<file path="config.mk">
export PLATFORM = sky130hd
export DESIGN_NAME = ifu_fetch_flat
export DESIGN_NICKNAME = d
export VERILOG_FILES = /design/src/rtl/ifu_fetch_pkg.sv /design/src/rtl/ifu_fetch_if.sv /design/src/rtl/ifu_fetch.sv /design/src/flat_wrapper.sv
export SDC_FILE = /design/constraint.sdc
export NUM_CORES = 1
export LEC_CHECK = 0
export ABC_CLOCK_PERIOD_IN_PS = 4400
export CORE_ASPECT_RATIO = 0.9
export CORE_UTILIZATION = 60
export CTS_BUF_LIST = sky130_fd_sc_hd__clkbuf_4 sky130_fd_sc_hd__clkbuf_8
export DETAILED_ROUTE_END_ITERATION = 8
export DONT_BUFFER_PORTS = 1
export PLACE_DENSITY = 0.76
export SYNTH_ARGS = -nofsm -noshare
export SYNTH_HDL_FRONTEND = slang
export SYNTH_SLANG_ARGS = --single-unit
export TNS_END_PERCENT = 1
</file>
<file path="constraint.sdc">
create_clock -name clk -period 4.4 [get_ports clk]
set_input_delay 0 -clock clk [delete_from_list [all_inputs] [get_ports clk]]
set_output_delay 0 -clock clk [all_outputs]
set_load 0.01 [all_outputs]
</file>
<file path="src/rtl/ifu_fetch_pkg.sv">
// rtl/ifu_fetch_pkg.sv - shared types and constants for the instruction fetch unit
package ifu_pkg;

    // Fetch FSM: accept request, drive AR, collect R, present to decode
    typedef enum logic [1:0] {
        IDLE = 2'd0,
        ADDR = 2'd1,
        DATA = 2'd2,
        OUT  = 2'd3
    } ifu_state_e;

    localparam logic [1:0]  RESP_OKAY        = 2'b00;
    localparam logic [31:0] DEFAULT_RESET_PC = 32'h8000_0000;

endpackage

</file>
<file path="src/rtl/ifu_fetch_if.sv">
// rtl/ifu_fetch_if.sv - request, AXI4-Lite read and decode-side signals of the fetch unit
interface ifu_fetch_if;
    // next-PC request
    logic        req_valid;
    logic [31:0] req_pc;
    logic        req_ready;
    logic        flush;
    // AXI4-Lite read address / data
    logic [31:0] araddr;
    logic        arvalid;
    logic        arready;
    logic [31:0] rdata;
    logic [1:0]  rresp;
    logic        rvalid;
    logic        rready;
    // decode stage
    logic        inst_valid;
    logic [31:0] inst;
    logic [31:0] inst_pc;
    logic        inst_fault;
    logic        inst_ready;

    modport master (
        input  req_valid, req_pc, flush, arready, rdata, rresp, rvalid, inst_ready,
        output req_ready, araddr, arvalid, rready, inst_valid, inst, inst_pc, inst_fault
    );

    modport slave (
        output req_valid, req_pc, flush, arready, rdata, rresp, rvalid, inst_ready,
        input  req_ready, araddr, arvalid, rready, inst_valid, inst, inst_pc, inst_fault
    );
endinterface

</file>
<file path="src/rtl/ifu_fetch.sv">
// rtl/ifu_fetch.sv - single-outstanding AXI4-Lite instruction fetch unit (option: IFU_ALIGN_CHECK_EN)
module ifu_fetch
    import ifu_pkg::*;
#(
    parameter logic [31:0] RESET_PC = DEFAULT_RESET_PC
) (
    input  logic        clk,
    input  logic        rst,
    ifu_fetch_if.master bus
);

    ifu_state_e  r_state;
    ifu_state_e  w_state_nxt;
    logic        r_drop;
    logic        w_drop_nxt;
    logic [31:0] r_araddr;
    logic [31:0] r_inst;
    logic [31:0] r_inst_pc;
    logic        r_fault;
    logic        w_accept;
    logic        w_misalign;
    logic        w_beat_keep;

`ifdef IFU_ALIGN_CHECK_EN
    assign w_misalign = (bus.req_pc[1:0] != 2'b00);
`else
    assign w_misalign = 1'b0;
`endif

    assign w_accept    = (r_state == IDLE) && bus.req_valid;
    // An R beat is kept only if no flush arrived since the AR was issued
    assign w_beat_keep = (r_state == DATA) && bus.rvalid && !r_drop && !bus.flush;

    // State and drop flag registers
    always_ff @(posedge clk or negedge rst) begin
        if (!rst) begin
            r_state <= IDLE;
            r_drop  <= 1'b0;
        end else begin
            r_state <= w_state_nxt;
            r_drop  <= w_drop_nxt;
        end
    end

    // Next-state logic; a flush during the bus phase lets the transaction finish but discards it
    always_comb begin
        w_state_nxt = r_state;
        w_drop_nxt  = r_drop;
        case (r_state)
            IDLE: begin
                if (bus.req_valid) begin
                    w_state_nxt = w_misalign ? OUT : ADDR;
                end
            end
            ADDR: begin
                if (bus.flush) begin
                    w_drop_nxt = 1'b1;
                end
                if (bus.arready) begin
                    w_state_nxt = DATA;
                end
            end
            DATA: begin
                if (bus.rvalid) begin
                    w_drop_nxt  = 1'b0;
                    w_state_nxt = (r_drop || bus.flush) ? IDLE : OUT;
                end else if (bus.flush) begin
                    w_drop_nxt = 1'b1;
                end
            end
            OUT: begin
                if (bus.flush || bus.inst_ready) begin
                    w_state_nxt = IDLE;
                end
            end
            default: begin
                w_state_nxt = IDLE;
                w_drop_nxt  = 1'b0;
            end
        endcase
    end

    // Address, instruction and fault capture; values only change outside the states that present them
    always_ff @(posedge clk or negedge rst) begin
        if (!rst) begin
            r_araddr  <= 32'h0;
            r_inst    <= 32'h0;
            r_inst_pc <= RESET_PC;
            r_fault   <= 1'b0;
        end else begin
            if (w_accept) begin
                r_araddr  <= bus.req_pc;
                r_inst_pc <= bus.req_pc;
                if (w_misalign) begin
                    r_inst  <= 32'h0;
                    r_fault <= 1'b1;
                end
            end
            if (w_beat_keep) begin
                r_fault <= (bus.rresp != RESP_OKAY);
                r_inst  <= (bus.rresp != RESP_OKAY) ? 32'h0 : bus.rdata;
            end
        end
    end

    assign bus.req_ready  = (r_state == IDLE);
    assign bus.arvalid    = (r_state == ADDR);
    assign bus.araddr     = r_araddr;
    assign bus.rready     = (r_state == DATA);
    assign bus.inst_valid = (r_state == OUT);
    assign bus.inst       = r_inst;
    assign bus.inst_pc    = r_inst_pc;
    assign bus.inst_fault = r_fault;

endmodule

</file>
<file path="src/flat_wrapper.sv">
// flat-port wrapper written by rule: the top's interface ports become plain ports
module ifu_fetch_flat import ifu_pkg::*;
#(
    parameter logic [31:0] RESET_PC = DEFAULT_RESET_PC
)
  (clk, rst, bus_req_valid, bus_req_pc, bus_flush, bus_arready, bus_rdata, bus_rresp, bus_rvalid, bus_inst_ready, bus_req_ready, bus_araddr, bus_arvalid, bus_rready, bus_inst_valid, bus_inst, bus_inst_pc, bus_inst_fault);
  ifu_fetch_if bus_i ();
  input  logic clk;
  input  logic rst;
  input wire logic [$bits(bus_i.req_valid)-1:0] bus_req_valid;
  input wire logic [$bits(bus_i.req_pc)-1:0] bus_req_pc;
  input wire logic [$bits(bus_i.flush)-1:0] bus_flush;
  input wire logic [$bits(bus_i.arready)-1:0] bus_arready;
  input wire logic [$bits(bus_i.rdata)-1:0] bus_rdata;
  input wire logic [$bits(bus_i.rresp)-1:0] bus_rresp;
  input wire logic [$bits(bus_i.rvalid)-1:0] bus_rvalid;
  input wire logic [$bits(bus_i.inst_ready)-1:0] bus_inst_ready;
  output wire logic [$bits(bus_i.req_ready)-1:0] bus_req_ready;
  output wire logic [$bits(bus_i.araddr)-1:0] bus_araddr;
  output wire logic [$bits(bus_i.arvalid)-1:0] bus_arvalid;
  output wire logic [$bits(bus_i.rready)-1:0] bus_rready;
  output wire logic [$bits(bus_i.inst_valid)-1:0] bus_inst_valid;
  output wire logic [$bits(bus_i.inst)-1:0] bus_inst;
  output wire logic [$bits(bus_i.inst_pc)-1:0] bus_inst_pc;
  output wire logic [$bits(bus_i.inst_fault)-1:0] bus_inst_fault;
  assign bus_i.req_valid = bus_req_valid;
  assign bus_i.req_pc = bus_req_pc;
  assign bus_i.flush = bus_flush;
  assign bus_i.arready = bus_arready;
  assign bus_i.rdata = bus_rdata;
  assign bus_i.rresp = bus_rresp;
  assign bus_i.rvalid = bus_rvalid;
  assign bus_i.inst_ready = bus_inst_ready;
  assign bus_req_ready = bus_i.req_ready;
  assign bus_araddr = bus_i.araddr;
  assign bus_arvalid = bus_i.arvalid;
  assign bus_rready = bus_i.rready;
  assign bus_inst_valid = bus_i.inst_valid;
  assign bus_inst = bus_i.inst;
  assign bus_inst_pc = bus_i.inst_pc;
  assign bus_inst_fault = bus_i.inst_fault;
  ifu_fetch #(.RESET_PC(RESET_PC)) u_core (.clk(clk), .rst(rst), .bus(bus_i));
endmodule
</file>
-- Word level (Yosys, flattened, before mapping)
Index checks and enable logic that the tools add are counted.
- word-level logic and storage cells: 35
- register bits after elaboration: 100
- input bits: 73
- output and inout port bits: 101
- mux-type cells: 10
- equality and inequality tests: 7
- reductions and logical operators: 12
- operators by type and width (cell ; number):
    32-bit two-way mux ; 1
    2-bit two-way mux ; 5
    2-bit one-hot mux with 4 select lines ; 1
    2-bit != test, second input constant ; 3
    2-bit equality test, second input constant ; 2
    1-bit logical AND ; 4
    4-bit AND reduction ; 1
    2-bit nonzero test ; 2
    2-bit by 1-bit equality test with 1-bit output, second input constant ; 1
    1-bit logical NOT ; 2
    2-bit logical NOT ; 1
    1-bit logical OR ; 2
    1-bit two-way mux ; 2
    2-bit by 1-bit != test with 1-bit output, second input constant ; 1
    1-bit one-hot mux with 2 select lines ; 1

-- Longest topological paths before layout
- depth after elaboration: 4
- gate-level depth with buffers: 6
- gate-level depth less buffers: 6

-- Worst setup path after synthesis
No wires, ideal clock.
- kind: reg-to-reg
- start point: register u_core.r_state[0]
- end point: register u_core.r_inst_pc[10] (netlist: u_core.bus.inst_pc[10])
- path slack: 2.773 ns
- buffers on the path: 1
- data required time: 4.275 ns
- arrival time: 1.502 ns
- stages on the path, launching flop included: 6
- path through: dfrtp_1 -> inv_1 -> ha_1 -> nand2_1 -> buf_2 -> mux2_2
- word-level cells in the longest chain between the ends: 2
- RTL lines (item ; RTL line ; RTL):
    start, declared ; ifu_fetch.sv:12 ; ifu_state_e r_state;
    start signal, assigned ; ifu_fetch.sv:40 ; r_state <= w_state_nxt;
    2-bit logical NOT ; n/a ;
    via bus_req_ready ; flat_wrapper.sv:18 ; output wire logic [$bits(bus_i.req_ready)-1:0] bus_req_ready;
    1-bit logical AND ; ifu_fetch.sv:30 ; assign w_accept = (r_state == IDLE) && bus.req_valid;
    end signal, assigned ; ifu_fetch.sv:93 ; r_inst_pc <= bus.req_pc;
    end, declared ; ifu_fetch.sv:18 ; logic [31:0] r_inst_pc;
The timed path passes the listed nets, and every way through them passes these cells.
A chain may end at the register's enable or synchronous reset.

-- Worst setup path after layout
- start point: register u_core.r_state[0]
- end point: register u_core.r_fault (netlist: u_core.bus.inst_fault)
- word-level cells in the longest chain between the ends: 4
- RTL lines (item ; RTL line ; RTL):
    2-bit equality test ; ifu_fetch.sv:32 ; assign w_beat_keep = (r_state == DATA) && bus.rvalid && !r_drop && !bus.flush;
    1-bit logical AND (3 in a row) ; ifu_fetch.sv:32 ;
    end signal, assigned ; ifu_fetch.sv:100 ; r_fault <= (bus.rresp != RESP_OKAY);
    end, declared ; ifu_fetch.sv:19 ; logic r_fault;
No other way between the ends.

==> results.toml <==
[timing]
setup_tns_ns = 0
skew_ns = 0.01214
layout_setup_ws_ns = 1.389
final_max_slew_viol_count = 0
final-setup-viol-count = 0
tightestPinTransition_ns = 1.258
rsz0062_at_grt = "no"
fin_crit_sh_pct = 68.43
fmax_ghz = 0.3321
slew_headroom_pct = 15.92
hold_viol = 0
min_period_ns = 3.011

[route]
via_per_inst = 5.920
drt-pass1-iter-count = 4
ant_nets = 0
drt_iter0_markers = 37
wl_mm = 7.001
num_vias = 1853
drc_errors = 0
post_drt_wl_per_cell_microns = 22.37

[clock_tree]
cts-root-buf = "clkbuf_8"
cts_max_path_buffers = 2
clock_latency_ns = 0.34
clkSinkCount = 69
clk_pin_slew_ns = 0.08
cts-buffers-inserted = 9
cts_tree = "yes"
htreeDepth = 3
cts_resized = 0

[worst_setup_path]
reg2reg_to = "u_core.bus.inst_fault"
crit_required_ns = 4.61
crit_type = "flip-flop to flip-flop"
path_max_fanout = 34
startpoint = "u_core.r_state[0]"
reg2reg_slack_ns = 1.39
worstPathArrival_ns = 3.22
cp-end-kind = "flip-flop"
reg2reg_depth = 6
regToRegStartpoint = "u_core.r_state[0]"
startpoint_type = "flip-flop"

[die]
io_pins = 174
die_h_microns = 67.83
core-area_sq_um = 4547
die_w_microns = 75.15
initial_core_util_pct = 63.54
row_count = 23
die_area_sq_um = 5097

[power]
power.leakage_uw = 0.001619
comb_power_share_pct = 23.3
clock_power_share_pct = 19.3
p_seq_share_pct = 57.5
p_per_area_nw_per_um2 = 657.3
power_switching_uw = 925.5
swShare_pct = 39.24
ir_worst_vdd_uv = 296.1
p_int_uw = 1433

[grt]
first_global_vias = 1977
grt_max_degree = 70
grt_pass1_wl_mm = 10.27
grt_use_total_pct = 29.20
grt_overflow = 0
antenna_found_initial = 0

[synthesis]
syn-mean-instance-area_sq_um = 14.23
synthArstFlopShare_pct = 100.0
synthCells = 203
synth_area_sq_um = 2889
synth_ff_type = "dfrtp_1"
yosysWarnings = 0
synth_seq_area_share_pct = 59.81
synth_cell_types = 21
ys_ff_latch = 69
synth-edff-count = 0
synthesis.nets = 281

[finish]
antenna_cells = 0
drive_gt1_share_pct = 21.12
syn_to_final_growth_pct = 24.21
fill_cells = 279
nets = 324
layout_commonest_cell = "dlygate4sd3_1"
layout_common_cells = "71 x dlygate4sd3_1, 68 x dfrtp_1, 32 x a22o_1"

[placed_design]
dp_hpwl_mm = 3.787
dpl_worst_slack_ns = 1.960
place.port_buffers = 0
gp_congestion = 0.7634

[flow_run]
drv_cap = 0

[hold_path]
hold_path_class = "input pin to flip-flop"
min_path_cells = 2
hold_path_startpoint = "bus_rresp[1]"
whs_endpoint = "u_core.bus.inst[8]"

[status]
status = "finished, final reports clean"
## worst max path at each step
| stage | cells after the start | slack (ns) | end |
|---|---|---|---|
| 3_3_place_gp | 4 | 2.16 | u_core.bus.inst_pc[21] |
| 5_1_grt | 6 | 1.22 | u_core.bus.inst_fault |
| 3_5_place_dp | 4 | 1.96 | u_core.bus.inst_pc[4] |
| 6_report | 6 | 1.39 | u_core.bus.inst_fault |
| 2_1_floorplan | 5 | 2.77 | u_core.bus.inst_pc[10] |
| 4_1_cts | 6 | 1.48 | u_core.bus.inst_fault |
## cell usage after synthesis, types with 2 or more instances
library cell,number,area (sq um)
buf_4,31,232.7
a21oi_1,5,25.02
nand2_1,6,22.52
a22o_1,32,280.3
clkbuf_1,3,11.26
a31oi_1,2,12.51
buf_2,3,15.01
mux2_2,31,349.1
buf_6,3,33.78
inv_1,4,15.01
nor2b_1,2,12.51
ha_1,5,62.56
dfrtp_1,68,1702
## per-layer routing
metal	global-route usage (%)	up-vias	part of all wire, %
met5	0	-	0
met4	12.50	0	2.5
met3	8.542	15	7.7
met2	52.36	134	53
met1	32.50	931	37
li1	-	773	-
## state kept, by name, summed over array words and instances (netlist names)
name,cells
u_core.bus.araddr,1
u_core.bus.inst,32
u_core.bus.inst_fault,1
u_core.bus.inst_pc,32
u_core.r_drop,1
u_core.r_state,2
## critical path: stages (launching register included)
cell           delay, ns
dfrtp_1             0.43
inv_1               0.13
ha_1                0.26
nand3_4             0.34
nor3_4              1.01
dlygate4sd3_1       0.66
a21oi_1             0.04
## repair_timing
action,4_1_cts,5_1_grt
hold buffers,72,0
buffers inserted,0,0
setup endpoints to repair,0,0
hold endpoints to repair,138,0
## logic make-up after synthesis
kind of cell	synth area share (%)
AOI/OAI and AO/OA	11.95
adders and majority gates	2.165
buffers and inverters	10.65
DFF	59.81
muxes	12.08
and+or+nand+nor	3.335
## power groups by stage
stage / clock [uW] / sequential, uW / combinational (uW)
floorplan: 0 / 1180 / 679
global placement: 0 / 1330 / 415
detailed placement: 0 / 1340 / 460
CTS: 449 / 1340 / 531
global route: 487 / 1400 / 597
finish: 454 / 1360 / 549
## through the flow
stage                     instance area (sq um)  util (%)  hold slack (ns)  total power [uW]  cells
after global placement                     2674     58.81          -0.2943              1746    225
final                                      3588     78.92          0.02583              2359    313
after CTS                                  3588     78.92         0.008668              2316    313
after floorplan                            2889         -          -0.2956              1863    203
after global routing                       3588     78.92          0.03294              2488    313
after detailed placement                   2674     58.81          -0.2947              1803    225
## area by class of cell
class	instances	area [sq um]	area share (%)
flip-flops and latches	69	1728	48.15
multi-input cells	90	853.3	23.78
repair buffers	72	738.2	20.57
clock buffers	10	137.6	3.835
well taps	62	77.57	2.162
clock inverters	6	38.79	1.081
inverters	4	15.01	0.4184
Note: power is estimated with default switching activity, not from simulation.
